### config.mk
export PLATFORM = sky130hd
export DESIGN_NAME = pc_seq_ctrl
export DESIGN_NICKNAME = d
export VERILOG_FILES = /design/src/rtl/pc_seq_ctrl.sv
export SDC_FILE = /design/constraint.sdc
export NUM_CORES = 1
export LEC_CHECK = 0
export CAP_MARGIN = 20
export CORE_MARGIN = 1.5
export CORE_UTILIZATION = 44
export DETAILED_ROUTE_END_ITERATION = 10
export PLACE_DENSITY = 0.86
export SLEW_MARGIN = 0
export SYNTH_ARGS = -nofsm -noshare
export SYNTH_HDL_FRONTEND = slang
export SYNTH_SLANG_ARGS = --single-unit
export TNS_END_PERCENT = 20
### constraint.sdc
create_clock -name clk_i -period 3.9 [get_ports clk_i]
set_clock_uncertainty 0.2 [all_clocks]
set_input_delay 0.39 -clock clk_i [delete_from_list [all_inputs] [get_ports clk_i]]
set_output_delay 0.39 -clock clk_i [all_outputs]
set_load 0.01 [all_outputs]
### src/rtl/pc_seq_ctrl.sv
// pc_seq_ctrl: next-PC sequencer and controller for the 32-bit PC register.
// The block chooses the next PC from five sources: the boot vector, the
// sequential increment, a branch/jump target, the trap vector and the trap
// return address. It also drives the instruction fetch handshake and holds
// the trap state (mepc, mcause).
//
// Ports:
//   clk_i, rst_i            clock; synchronous active-high reset
//   pc_i                    current PC register value
//   pc_ld_o, pc_data_o      PC load strobe and load value (combinational)
//   fetch_req_o/fetch_gnt_i instruction fetch handshake
//   advance_i               current instruction retires this cycle
//   br_taken_i/br_target_i  redirect request and its target (needs advance_i)
//   mret_i                  trap return (needs advance_i)
//   trap_req_i/trap_cause_i trap request and its cause (needs advance_i)
//   mtvec_i                 trap vector base
//   mepc_o, mcause_o        saved return PC and latched trap cause
//   trap_ack_o              high while the trap vector is being loaded
module pc_seq_ctrl #(
  parameter logic [31:0] RESET_VEC = 32'h0000_0000,
  parameter logic [31:0] INC       = 32'd4
) (
  input  logic        clk_i,
  input  logic        rst_i,
  input  logic [31:0] pc_i,
  output logic        pc_ld_o,
  output logic [31:0] pc_data_o,
  output logic        fetch_req_o,
  input  logic        fetch_gnt_i,
  input  logic        advance_i,
  input  logic        br_taken_i,
  input  logic [31:0] br_target_i,
  input  logic        mret_i,
  input  logic        trap_req_i,
  input  logic [3:0]  trap_cause_i,
  input  logic [31:0] mtvec_i,
  output logic [31:0] mepc_o,
  output logic [3:0]  mcause_o,
  output logic        trap_ack_o
);

  typedef enum logic [1:0] {S_BOOT, S_FETCH, S_EXEC, S_TRAP} state_t;

  state_t      r_state, w_state_nxt;
  logic [31:0] r_mepc, w_mepc_nxt;
  logic [3:0]  r_mcause, w_mcause_nxt;
  logic        w_ld, w_req, w_ack;
  logic [31:0] w_data, w_seq;

  // Sequential next PC; plain 32-bit add, wraps silently.
  assign w_seq = pc_i + INC;

  always_comb begin
    w_state_nxt  = r_state;
    w_mepc_nxt   = r_mepc;
    w_mcause_nxt = r_mcause;
    w_ld         = 1'b0;
    w_req        = 1'b0;
    w_ack        = 1'b0;
    w_data       = w_seq;
    case (r_state)
      S_BOOT: begin
        w_ld        = 1'b1;
        w_data      = RESET_VEC;
        w_state_nxt = S_FETCH;
      end
      S_FETCH: begin
        w_req = 1'b1;
        if (fetch_gnt_i) w_state_nxt = S_EXEC;
      end
      S_EXEC: begin
        if (advance_i) begin
          if (trap_req_i) begin
            // No load now; the vector is loaded from TRAP next cycle.
            w_mcause_nxt = trap_cause_i;
            if (!mret_i) w_mepc_nxt = br_taken_i ? br_target_i : w_seq;
            w_state_nxt = S_TRAP;
          end else begin
            w_ld        = 1'b1;
            w_state_nxt = S_FETCH;
            if (mret_i)          w_data = r_mepc;
            else if (br_taken_i) w_data = br_target_i;
            else                 w_data = w_seq;
          end
        end
      end
      S_TRAP: begin
        w_ld        = 1'b1;
        w_ack       = 1'b1;
        w_data      = mtvec_i;
        w_state_nxt = S_FETCH;
      end
      default: w_state_nxt = S_BOOT;
    endcase
  end

  always_ff @(posedge clk_i) begin
    if (rst_i) begin
      r_state  <= S_BOOT;
      r_mepc   <= 32'h0;
      r_mcause <= 4'h0;
    end else begin
      r_state  <= w_state_nxt;
      r_mepc   <= w_mepc_nxt;
      r_mcause <= w_mcause_nxt;
    end
  end

  // Reset overrides everything: no load and no fetch while it is asserted,
  // so a reset mid-operation never leaks a stray PC update or request.
  assign pc_ld_o     = w_ld  & ~rst_i;
  assign fetch_req_o = w_req & ~rst_i;
  assign trap_ack_o  = w_ack & ~rst_i;
  // Instruction addresses are always word aligned, whatever the source.
  assign pc_data_o   = {w_data[31:2], 2'b00};
  assign mepc_o      = r_mepc;
  assign mcause_o    = r_mcause;

endmodule

## Word level (Yosys, flattened, before mapping)

Cells that the tools add are included.

| storage, ports and cells | value |
|---|---|
| flip-flop bits (word level) | 38 |
| bits in latches | 0 |
| RAM bits | 0 |
| memory bits (read-only) | 0 |
| bits of input ports | 107 |
| output and inout port bits | 71 |
| memories kept | 0 |

| cells by class | value |
|---|---|
| $add $sub $neg | 1 |
| $mul | 0 |
| div/mod/pow operators | 0 |
| order comparisons | 0 |
| equality and inequality tests | 5 |
| shift-type cells | 0 |
| multiplexer cells | 14 |
| bitwise operators | 4 |
| reduce and logical (&&, ||, !) cells | 4 |

Operator list:

| kind | number |
|---|---|
| 2-to-1 mux 32 bit | 4 |
| case mux 32 bit (3 select lines) | 1 |
| adder 32 x 3 -> 32 bit (second input constant) | 1 |
| 2-to-1 mux 2 bit | 3 |
| case mux 2 bit (3 select lines) | 1 |
| == test 2 bit (second input constant) | 2 |
| 2-to-1 mux 1 bit | 4 |
| inequality test 2 bit (second input constant) | 2 |
| AND 1 bit | 3 |
| AND reduction 3 bit | 1 |
| == test 2 x 1 -> 1 bit (second input constant) | 1 |
| zero test 2 bit | 1 |
| case mux 1 bit (2 select lines) | 1 |
| AND reduction 2 bit | 1 |
| OR reduction 2 bit | 1 |
| inverter 1 bit | 1 |

## Depth between registers and ports, before layout

Gate-level depths: netlist of the first run.

| logic depth | value |
|---|---|
| word-level depth | 6 |
| depth in mapped cells | 9 |
| gate-level depth less buffers | 7 |

## Worst setup path after synthesis of the first run

No wires, ideal clock.

| timing | value |
|---|---|
| kind | input to output |
| from | input port pc_i[2] |
| to | output port pc_data_o[20] |
| arrival | 2037 ps |
| required time | 3310 ps |
| slack | 1273 ps |
| stages on the path | 7 |
| cells stage by stage | ha_1 -> nand2_1 -> or4_4 -> buf_6 -> nor4_1 -> o31ai_2 -> o211ai_1 |

| between the ends | value |
|---|---|
| word-level cells in the longest chain between the ends | 6 |

Ends and longest elaborated chain:

| what | line | RTL |
|---|---|---|
| from (decl) | 25 | `input logic [31:0] pc_i,` |
| adder 32 x 3 -> 32 bit (*) | 51 | `assign w_seq = pc_i + INC;` |
| 2-to-1 mux 32 bit | 82 | `else if (br_taken_i) w_data = br_target_i;` |
| 2-to-1 mux 32 bit | -- |  |
| 2-to-1 mux 32 bit | 73 | `if (trap_req_i) begin` |
| 2-to-1 mux 32 bit | 72 | `if (advance_i) begin` |
| case mux 32 bit (3 select lines) (*) | 61 | `case (r_state)` |
| to (decl) | 27 | `output logic [31:0] pc_data_o,` |

Every way passes the cells marked *; elsewhere a longest branch is shown, timed or not.

## Final worst setup path of the first run

| timing | value |
|---|---|
| from | input port pc_i[5] |
| to | output port pc_data_o[20] |

The elaborated chain is that of the path after synthesis.

==> impl_metrics.ini, run 1 <==
[pwr]
peakVddDrop_uv = 140.7
powerDensity_mw_per_mm2 = 328.8
static-leakage-power_nw = 1.947

[die]
rows = 32
die_h_um = 92.46
dieArea_mm2 = 0.008548
core-area_mm2 = 0.007727
pin_count = 178
start_util_pct = 45.56
die_w_um = 92.46

[min_path]
holdPathEnd = mcause_o[3]
holdPathStages = 2
worstHoldPathType = reg2reg
hold_start = mcause_o[3]

[synthesis]
ys_seq_elements = 38
synth_fa_ha_area_share_pct = 1.777
async_reset_ff_share_pct = 0
ys.flop_type = dfxtp_1
synth_seq_area_share_pct = 21.61
yosysMostFrequentCell = nand2_1
synth_compound_area_share_pct = 30.85
synthTopCellsByCount = nand2_1 (74), nor2_1 (45), o21ai_0 (41)
syn_area_mm2 = 0.003521
synth.area.mux_share_pct = 6.041
yosys-top-cells-area = dfxtp_1 (22%), nand2_1 (7.9%), o21ai_0 (5.8%)
synth-edff-count = 0
yosysWarningCount = 0
synth.top_cell.area_share_pct = 21.61
synth-simple-area-share_pct = 29.32
synth-xor-area-share_pct = 4.478
synth_area_per_cell_um2 = 6.890
synth_top_area_cell = dfxtp_1
synth_cells = 511
synth_cell_type_count = 65
synth_top_family_by_area = compound AO/OA/AOI/OAI gates

[worst_setup_path]
crit_arrival_ns = 3.18
cp_max_fo = 9
rr_worst_depth = 6
crit_chain = clkdlybuf4s50_1 > nand4_4 > or4_4 > nor4_1 > o31ai_2 > o211ai_1 > clkdlybuf4s50_1
required_ns = 3.31
worstSetupEndpointType = output pin
path_buf_inv = 2
timing.rr.end = mepc_o[11]
rr_startpoint = r_state[0]
ff2ff_setup_slack_ns = 0.90
startpoint_type = input port
setup.worst_path.class = in2out
critPathMaxStageDelay_ns = 0.62
crit_family = simple AND/OR/NAND/NOR gates
slowest_stage = or4_4
cp_common_cell = clkdlybuf4s50_1

[global_route]
grt_antenna_before_repair = 0
grtUsageTotal_pct = 34.26
grt_pass1_wl_um = 23360
globalRouteOverflowTotal = 0
grt_pass1_vias = 4630
grt_max_degree = 47

[sta]
report.final.slew_viol_count = 0
fin_crit_ns = 3.773
setup_tns_ns = 0
setup_violations = 0
rsz0062_at_grt = no
worst_slack_ns = 0.1273
holdWs_ns = 0.2653
tightest_slew_ns = 1.008
relSlewSlack_pct = 32.73
hold_violations = 0
finalCritPeriodShare_pct = 96.74
fmax_mhz = 265.1

[outcome]
status = finished, final reports clean

[cells_and_area]
multi_input_comb_area_mm2 = 0.002561
drive_gt1_share_pct = 6.324
fin_cells = 782
seq_area_um2 = 760.7
nets = 791
n_fill_cell = 628
final_util_pct = 71.21
area_growth_pct = 56.29
diodes = 0

[cts]
cts_tree = done
clock_sinks = 38
cts_root_buffer = clkbuf_8
clock_latency_ns = 0.31
numCtsBuffers = 5
cts_hold_buf = 0
htreeDepth = 2
clk_pin_slew_ns = 0.08
clockBufferDepth = 2

[detailed_routing]
via_count = 4827
firstDrtPassIters = 5
drc = 0
drt_iter0_drc = 417
vias_per_cell = 6.173
wl_per_cell_um = 19.17
finalWirelength_um = 14990
drtAntennaViolNets = 0

[placement]
dp_slack_ns = 0.1222
place.detailed.instances = 774
gp_congestion = 0.9479
place_hpwl_um = 10950
port_buffers = 173

[job]
cap_violations = 0
-- sequential cells by signal, summed over array words and instances (netlist names), named ones only --
register and flops:
mepc_o 30, r_state 2, mcause_o 4
-- layout by cell type (no fill, tap or decap), types with 5 or more instances in the layout --
cell type / netlist / final
clkdlybuf4s50_1: 0 / 171
nand2_1: 74 / 74
nor2_1: 45 / 44
o21ai_0: 41 / 40
a21oi_1: 40 / 40
dfxtp_1: 38 / 38
buf_4: 2 / 25
nand3_1: 19 / 19
mux2i_1: 19 / 19
nor3_1: 18 / 18
nand2b_1: 14 / 14
inv_1: 11 / 11
a22oi_1: 11 / 11
xor2_1: 10 / 10
nand4_1: 8 / 8
xnor2_1: 8 / 8
o22ai_1: 8 / 8
o211ai_1: 8 / 8
a211oi_1: 8 / 8
a21boi_0: 6 / 6
and3_1: 6 / 6
clkbuf_8: 0 / 6
nor2b_1: 5 / 5
a31oi_1: 5 / 5
ha_1: 5 / 5
-- metrics by stage --
stage	area (µm²)	power [mW]
finish	5503	1.809
global route	5503	1.886
CTS	5500	1.782
detailed placement	5409	1.482
global placement	5409	1.465
floorplan	3525	0.9162
-- logic make-up after synthesis --
kind of cell | Yosys count
xor+xnor | 18
simple gates | 212
mux | 21
fa+ha+maj | 5
other cells | 1
flops | 38
compound gates | 166
buf+inv | 50
-- per-layer routing --
layer	global-route usage [%]	wire, µm
met3	6.404	1493
met1	42.82	5909
met2	57.29	7156
met5	0	0
met4	14.49	429
-- worst max path at each step --
| stage | endpoint | startpoint | depth (start not counted) |
|---|---|---|---|
| 2_1_floorplan | pc_data_o[20] | pc_i[2] | 7 |
| 3_3_place_gp | pc_data_o[21] | pc_i[4] | 7 |
| 3_5_place_dp | pc_data_o[20] | pc_i[4] | 7 |
| 4_1_cts | pc_data_o[20] | pc_i[4] | 7 |
| 5_1_grt | pc_data_o[19] | pc_i[5] | 7 |
| 6_report | pc_data_o[20] | pc_i[5] | 7 |
-- worst reg2reg max path: stages (launching register included) --
cell and delay (ns):
dfxtp_1 0.36, inv_1 0.09, ha_1 0.47, nand3_1 0.33, nor2_2 0.84, nand2_1 0.38, o22ai_1 0.26
-- where the power goes --
part	switching [mW]	internal, mW	leakage [nW]	total (mW)
clock	0.163	0.143	0.0482	0.306
sequential	0.0200	0.410	0.307	0.430
combinational	0.541	0.532	1.59	1.07
-- cell type report --
type	count	area share, %
clock buffer	7	1.569
clock inverter	1	0.09095
inverter	12	0.8186
multi-input combinational	424	46.54
sequential	38	13.82
tap	102	2.319
timing repair buffer	198	34.83
-- timing repair --
item                       in CTS  in global routing
setup buffers                   0                  0
resized for setup               0                  1
setup endpoints to repair       0                  2
Power figures use the tool's default switching activity.
==> inputs of run 2 (changes only) <==
- ABC_AREA: not set -> 1
- CORE_ASPECT_RATIO: not set -> 1.75
- CORE_UTILIZATION: 44 -> 43
- PLACE_DENSITY: 0.86 -> 0.81
- clock period: 3.9 -> 4 ns (I/O delays scaled with it)
==> run 2 against run 1 <==
  * Cell area up 9.0%
  * Flip-flop and latch count unchanged
  * Largest cell class unchanged
  * Register-to-register slack better by 0.13 ns
  * Highest routed layer unchanged
  * Critical path type unchanged
  * Critical endpoint is now pc_data_o[12]
==> impl_metrics.ini, run 2 <==
[outcome]
status = finished, final reports clean

[synthesis]
synth_cell_type_count = 42
ys_seq_elements = 38
syn_area_mm2 = 0.004030
synth-edff-count = 0
ys.flop_type = dfxtp_1
synth_top_area_cell = dfxtp_1
synth.top_cell.area_share_pct = 18.88
synth_cells = 718
yosys-top-cells-area = dfxtp_1 (19%), nand2_1 (18%), a21oi_1 (15%)
yosysMostFrequentCell = nand2_1
yosysWarningCount = 0
async_reset_ff_share_pct = 0
synthTopCellsByCount = nand2_1 (194), a21oi_1 (122), inv_1 (83)
synth_area_per_cell_um2 = 5.613
synth_seq_area_share_pct = 18.88

[pwr]
powerDensity_mw_per_mm2 = 392.7
static-leakage-power_nw = 2.594
fin_total_pwr_mw = 2.356
peakVddDrop_uv = 369.2

[cells_and_area]
stdcell_area_mm2 = 0.006001
layout_commonest_cell = nand2_1
final_util_pct = 65.99
largest_register_ffs = 30
final_cell_mix = nand2_1 (194), clkdlybuf4s50_1 (173), a21oi_1 (122)
nets = 981
drive_gt1_share_pct = 7.356
diodes = 0
fin_cells = 990
area_growth_pct = 48.90

[placement]
place.detailed.instances = 982
gp_congestion = 1.002
port_buffers = 173
place_hpwl_um = 14050
dpl_cell_area_mm2 = 0.005802

[worst_setup_path]
rr_startpoint = r_state[0]
cp_common_cell = nand2_1
setup.worst_path.class = in2out
startpoint_type = input port
cp_max_fo = 8
crit_arrival_ns = 3.13
timing.rr.end = mepc_o[20]
slowest_stage = clkdlybuf4s50_1
crit_chain = clkdlybuf4s50_1 > ha_1 > nand2_2 > nor2_4 > nand2_4 > nand2_1 > nand2_1 > o21ai_1 > o21ai_0 > nand2_1 > nand2_1 > a21oi_1 > clkdlybuf4s50_1
critPathMaxStageDelay_ns = 0.62
path_buf_inv = 2
worstSetupEndpointType = output pin
ff2ff_setup_slack_ns = 1.03
required_ns = 3.40
rr_worst_depth = 11
crit_family = buffers and inverters

[sta]
fmax_mhz = 268.2
setup_tns_ns = 0
fin_crit_ns = 3.728
tightest_slew_ns = 0.8038
rsz0062_at_grt = no
report.final.slew_viol_count = 0
relSlewSlack_pct = 46.35
hold_violations = 0
finalCritPeriodShare_pct = 93.21
setup_violations = 0

[die]
die_w_um = 76.18
rows = 46
pin_count = 178
core-area_mm2 = 0.009094
die_h_um = 131.1
start_util_pct = 44.32
dieArea_mm2 = 0.009985

[detailed_routing]
wl_per_cell_um = 18.23
via_count = 5497
drt_iter0_drc = 452
finalWirelength_um = 18050
drtAntennaViolNets = 0
vias_per_cell = 5.553
firstDrtPassIters = 5
drc = 0

[job]
cap_violations = 0

[min_path]
holdPathEnd = mepc_o[2]
holdPathStages = 2
worstHoldPathType = reg2reg
hold_start = mepc_o[2]

[global_route]
grt_pass1_vias = 5155
grt_antenna_before_repair = 0
globalRouteOverflowTotal = 0
grt_pass1_wl_um = 26940
grtUsageTotal_pct = 34.99
grt_max_degree = 44

[cts]
clk_pin_slew_ns = 0.06
numCtsBuffers = 5
clock_sinks = 38
cts_root_buffer = clkbuf_16
cts_tree = done
htreeDepth = 2
clock_latency_ns = 0.29
cts_hold_buf = 0
clockBufferDepth = 2
postCtsResizedCells = 0
post_cts_buffers = 0
==> run 2: cell count changes after synthesis, sizes merged, moves of 8 or more <==
cell    previous run  this run
inv               11        87
o21ai             41        55
nand2             74       205
nand3             19        31
nor2              45        71
o221ai             4        15
mux2i             19         0
a22oi             11         1
nand2b            14         0
a211oi             8         0
nor3              19         2
a21oi             40       125
==> run 2: per-stage QoR <==
stage	worst slack (ns)	hold slack (ns)
3_5_place_dp	0.3160	0.2823
6_report	0.2717	0.2938
5_1_grt	0.1225	0.3374
2_1_floorplan	1.753	0.2872
3_3_place_gp	0.3029	0.2709
4_1_cts	0.3167	0.2931
==> run 2: how the worst max path moves through the flow <==
stage | from | depth (start not counted) | slack (ns) | endpoint
2_1_floorplan | pc_i[2] | 10 | 1.75 | pc_data_o[20]
3_3_place_gp | pc_i[2] | 13 | 0.30 | pc_data_o[12]
3_5_place_dp | pc_i[2] | 13 | 0.32 | pc_data_o[12]
4_1_cts | pc_i[2] | 13 | 0.32 | pc_data_o[12]
5_1_grt | pc_i[2] | 13 | 0.12 | pc_data_o[10]
6_report | pc_i[2] | 13 | 0.27 | pc_data_o[12]
==> run 2: power by group <==
| part | internal [mW] | switching, mW | leakage, nW |
|---|---|---|---|
| clock network | 0.374 | 0.162 | 0.0971 |
| registers | 0.407 | 0.0215 | 0.307 |
| logic | 0.646 | 0.745 | 2.19 |
| total | 1.43 | 0.929 | 2.59 |
==> run 2: cells by family after synthesis <==
logic type | Yosys count | synth area share, %
AO/OA/AOI/OAI | 214 | 29.65
XOR/XNOR | 11 | 2.577
adder cells (fa/ha/maj) | 5 | 1.552
buffers and inverters | 128 | 12.79
flip-flops | 38 | 18.88
other | 1 | 0.09305
AND/OR/NAND/NOR | 321 | 34.46
==> run 2: worst reg2reg max path: cells and delay by family, from the launching register on <==
family	cells	cell delay, ns
buffers and inverters	5	0.97
AND/OR/NAND/NOR	3	0.95
flip-flops	1	0.34
AO/OA/AOI/OAI	2	0.31
adder cells (fa/ha/maj)	1	0.14
==> run 2: final cells by class <==
cell class	instances	area (µm²)
Clock buffer	6	138.9
Clock inverter	2	60.06
Fill cell	902	3093
Inverter	89	334.1
Multi-Input combinational cell	553	2758
Sequential cell	38	760.7
Tap cell	120	150.1
Timing Repair Buffer	182	1799
==> run 2: metal layers <==
metal	global-route usage [%]	wire (µm)	up-vias
met4	21.57	1060	0
met5	0	0	-
li1	-	-	2664
met3	5.121	1265	65
met1	37.61	6550	2463
met2	64.81	9172	305
==> inputs of run 3 (changes only) <==
--- a/config.mk
+++ b/config.mk
@@ -12,4 +12,5 @@
 export CORE_UTILIZATION = 43
 export DETAILED_ROUTE_END_ITERATION = 10
+export GPL_ROUTABILITY_DRIVEN = 0
 export PLACE_DENSITY = 0.81
 export SLEW_MARGIN = 0
==> constraint.sdc (replaced) <==
create_clock -name clk_i -period 4 [get_ports clk_i]
set_clock_uncertainty 0.2 [all_clocks]
set_input_delay 0.8 -clock clk_i [delete_from_list [all_inputs] [get_ports clk_i]]
set_output_delay 0.8 -clock clk_i [all_outputs]
set_load 0.01 [all_outputs]
==> run 3 against run 2 <==
  * The run now ends with setup timing left
  * Worst hold slack better by 0.012 ns
  * Clock power down 13%
  * First-iteration DRC count up 11%
  * Power down 3.7%
  * Highest routed layer unchanged
  * Largest cell class unchanged
  * Global-route usage up 0.97 points
==> impl_metrics.ini, run 3 (synthesis results as in run 2) <==
[cts]
htreeDepth = 2
cts_tree = done
numCtsBuffers = 5
cts_hold_buf = 0
clock_sinks = 38
cts_root_buffer = clkbuf_16
clock_latency_ns = 0.29
clk_pin_slew_ns = 0.06
clockBufferDepth = 2

[sta]
hold_violations = 0
fin_crit_ns = 4.151
rsz0062_at_grt = yes
relSlewSlack_pct = 38.74
setup_violations = 2
worst_slack_ns = -0.1505
holdWs_ns = 0.3062
finalCritPeriodShare_pct = 103.8
tightest_slew_ns = 0.9132
report.final.slew_viol_count = 0
fmax_mhz = 240.9

[die]
die_w_um = 76.18
start_util_pct = 44.32
rows = 46
core-area_mm2 = 0.009094
die_h_um = 131.1
dieArea_mm2 = 0.009985
pin_count = 178

[pwr]
p_clk_share_pct = 20.5
powerDensity_mw_per_mm2 = 333.1
peakVddDrop_uv = 361.8
static-leakage-power_nw = 3.252
p_seq_share_pct = 18.9
fin_total_pwr_mw = 2.269
comb_power_share_pct = 60.6
netSwitchingPower_mw = 0.9387
p_int_mw = 1.330
switching_share_pct = 41.37

[detailed_routing]
via_count = 6100
wl_per_cell_um = 16.77
drc = 0
finalWirelength_um = 18230
firstDrtPassIters = 6
drt_iter0_drc = 503
drtAntennaViolNets = 0
vias_per_cell = 5.612

[global_route]
grt_max_degree = 35
grt_pass1_vias = 6095
grt_antenna_before_repair = 0
grtUsageTotal_pct = 35.96
globalRouteOverflowTotal = 0
grt_pass1_wl_um = 28590

[cells_and_area]
final_util_pct = 74.90
layout_commonest_cell = nand2_1
diodes = 0
nets = 1079
stdcell_area_mm2 = 0.006812
drive_gt1_share_pct = 18.61
final_cell_mix = nand2_1 (193), clkdlybuf4s50_1 (141), a21oi_1 (120)
area_growth_pct = 69.02
largest_register_ffs = 30

[worst_setup_path]
startpoint_type = input port
critPathMaxStageDelay_ns = 0.57
setup.worst_path.class = in2out
worstSetupEndpointType = output pin
crit_chain = clkdlybuf4s50_1 > nand3_1 > buf_4 > nor2_2 > xnor2_1 > o21ai_1 > o21ai_1 > nand2_1 > nand2_1 > a21oi_1 > clkdlybuf4s50_1
slowest_stage = clkdlybuf4s50_1
required_ns = 3.00
cp_max_fo = 4
crit_arrival_ns = 3.15

[min_path]
worstHoldPathType = reg2reg

[outcome]
status = complete, but fails checks
violations = setup timing

[placement]
port_buffers = 173
place_hpwl_um = 14230
dpl_cell_area_mm2 = 0.006555
dp_slack_ns = -0.3269

[job]
cap_violations = 0
==> run 3: cell types whose count changed in the layout (fill, tap and decap cells not counted), sizes merged <==
cell and delta:
buf +98, clkdlybuf4s50 -32, dlymetal6s2s +9, clkbuf +3, bufinv -1, dlygate4sd2 +20
==> run 3: final timing paths <==
check / from / to / slack [ns] / depth (start not counted)
setup / recovery: pc_i[4] / pc_data_o[7] / -0.15 / 11
hold / removal: mepc_o[2] / mepc_o[2] / 0.31 / 2
setup reg to reg: r_state[0] / mepc_o[24] / 1.54 / 10
hold reg to reg: mepc_o[2] / mepc_o[2] / 0.31 / 2
==> run 3: timing repair <==
action	CTS	global route
hold endpoints to repair	0	0
setup buffers	0	1
resized for setup	38	25
pin swaps	2	4
setup endpoints to repair	27	27
==> run 3: cell type report <==
| class | count | area (µm²) |
|---|---|---|
| timing repair buffer | 280 | 2555 |
| clock buffer | 6 | 138.9 |
| inverter | 89 | 334.1 |
| fill | 749 | 2282 |
| sequential | 38 | 760.7 |
| tap | 120 | 150.1 |
| clock inverter | 1 | 30.03 |
| multi-input combinational | 553 | 2843 |
==> run 3: worst max-delay path, delay by kind of cell <==
family | cells | cell delay, ns
AO/OA/AOI/OAI | 3 | 0.46
buffers and inverters | 3 | 1.29
AND/OR/NAND/NOR | 4 | 0.45
XOR/XNOR | 1 | 0.15
==> run 3: per-layer routing <==
| metal | GRT usage (%) | share of wire (%) |
|---|---|---|
| met5 | 0 | 0 |
| met4 | 26.47 | 7.2 |
| met3 | 6.298 | 8.9 |
| met2 | 64.97 | 49 |
| met1 | 37.65 | 35 |
==> run 3: power by group through the flow <==
stage / clock [mW] / combinational [mW] / sequential, mW
after detailed placement: 0 / 1.43 / 0.436
after CTS: 0.466 / 1.35 / 0.429
after floorplan: 0 / 0.667 / 0.441
after global routing: 0.477 / 1.48 / 0.431
after global placement: 0 / 1.40 / 0.434
final: 0.466 / 1.37 / 0.429
==> run 3: per-stage QoR <==
| step | std cells | TNS (ns) |
|---|---|---|
| after detailed placement | 1079 | -5.253 |
| after floorplan | 719 | 0 |
| final | 1087 | -0.2601 |
| after global routing | 1087 | -0.8507 |
| after global placement | 1079 | -4.444 |
| after CTS | 1086 | -0.9045 |
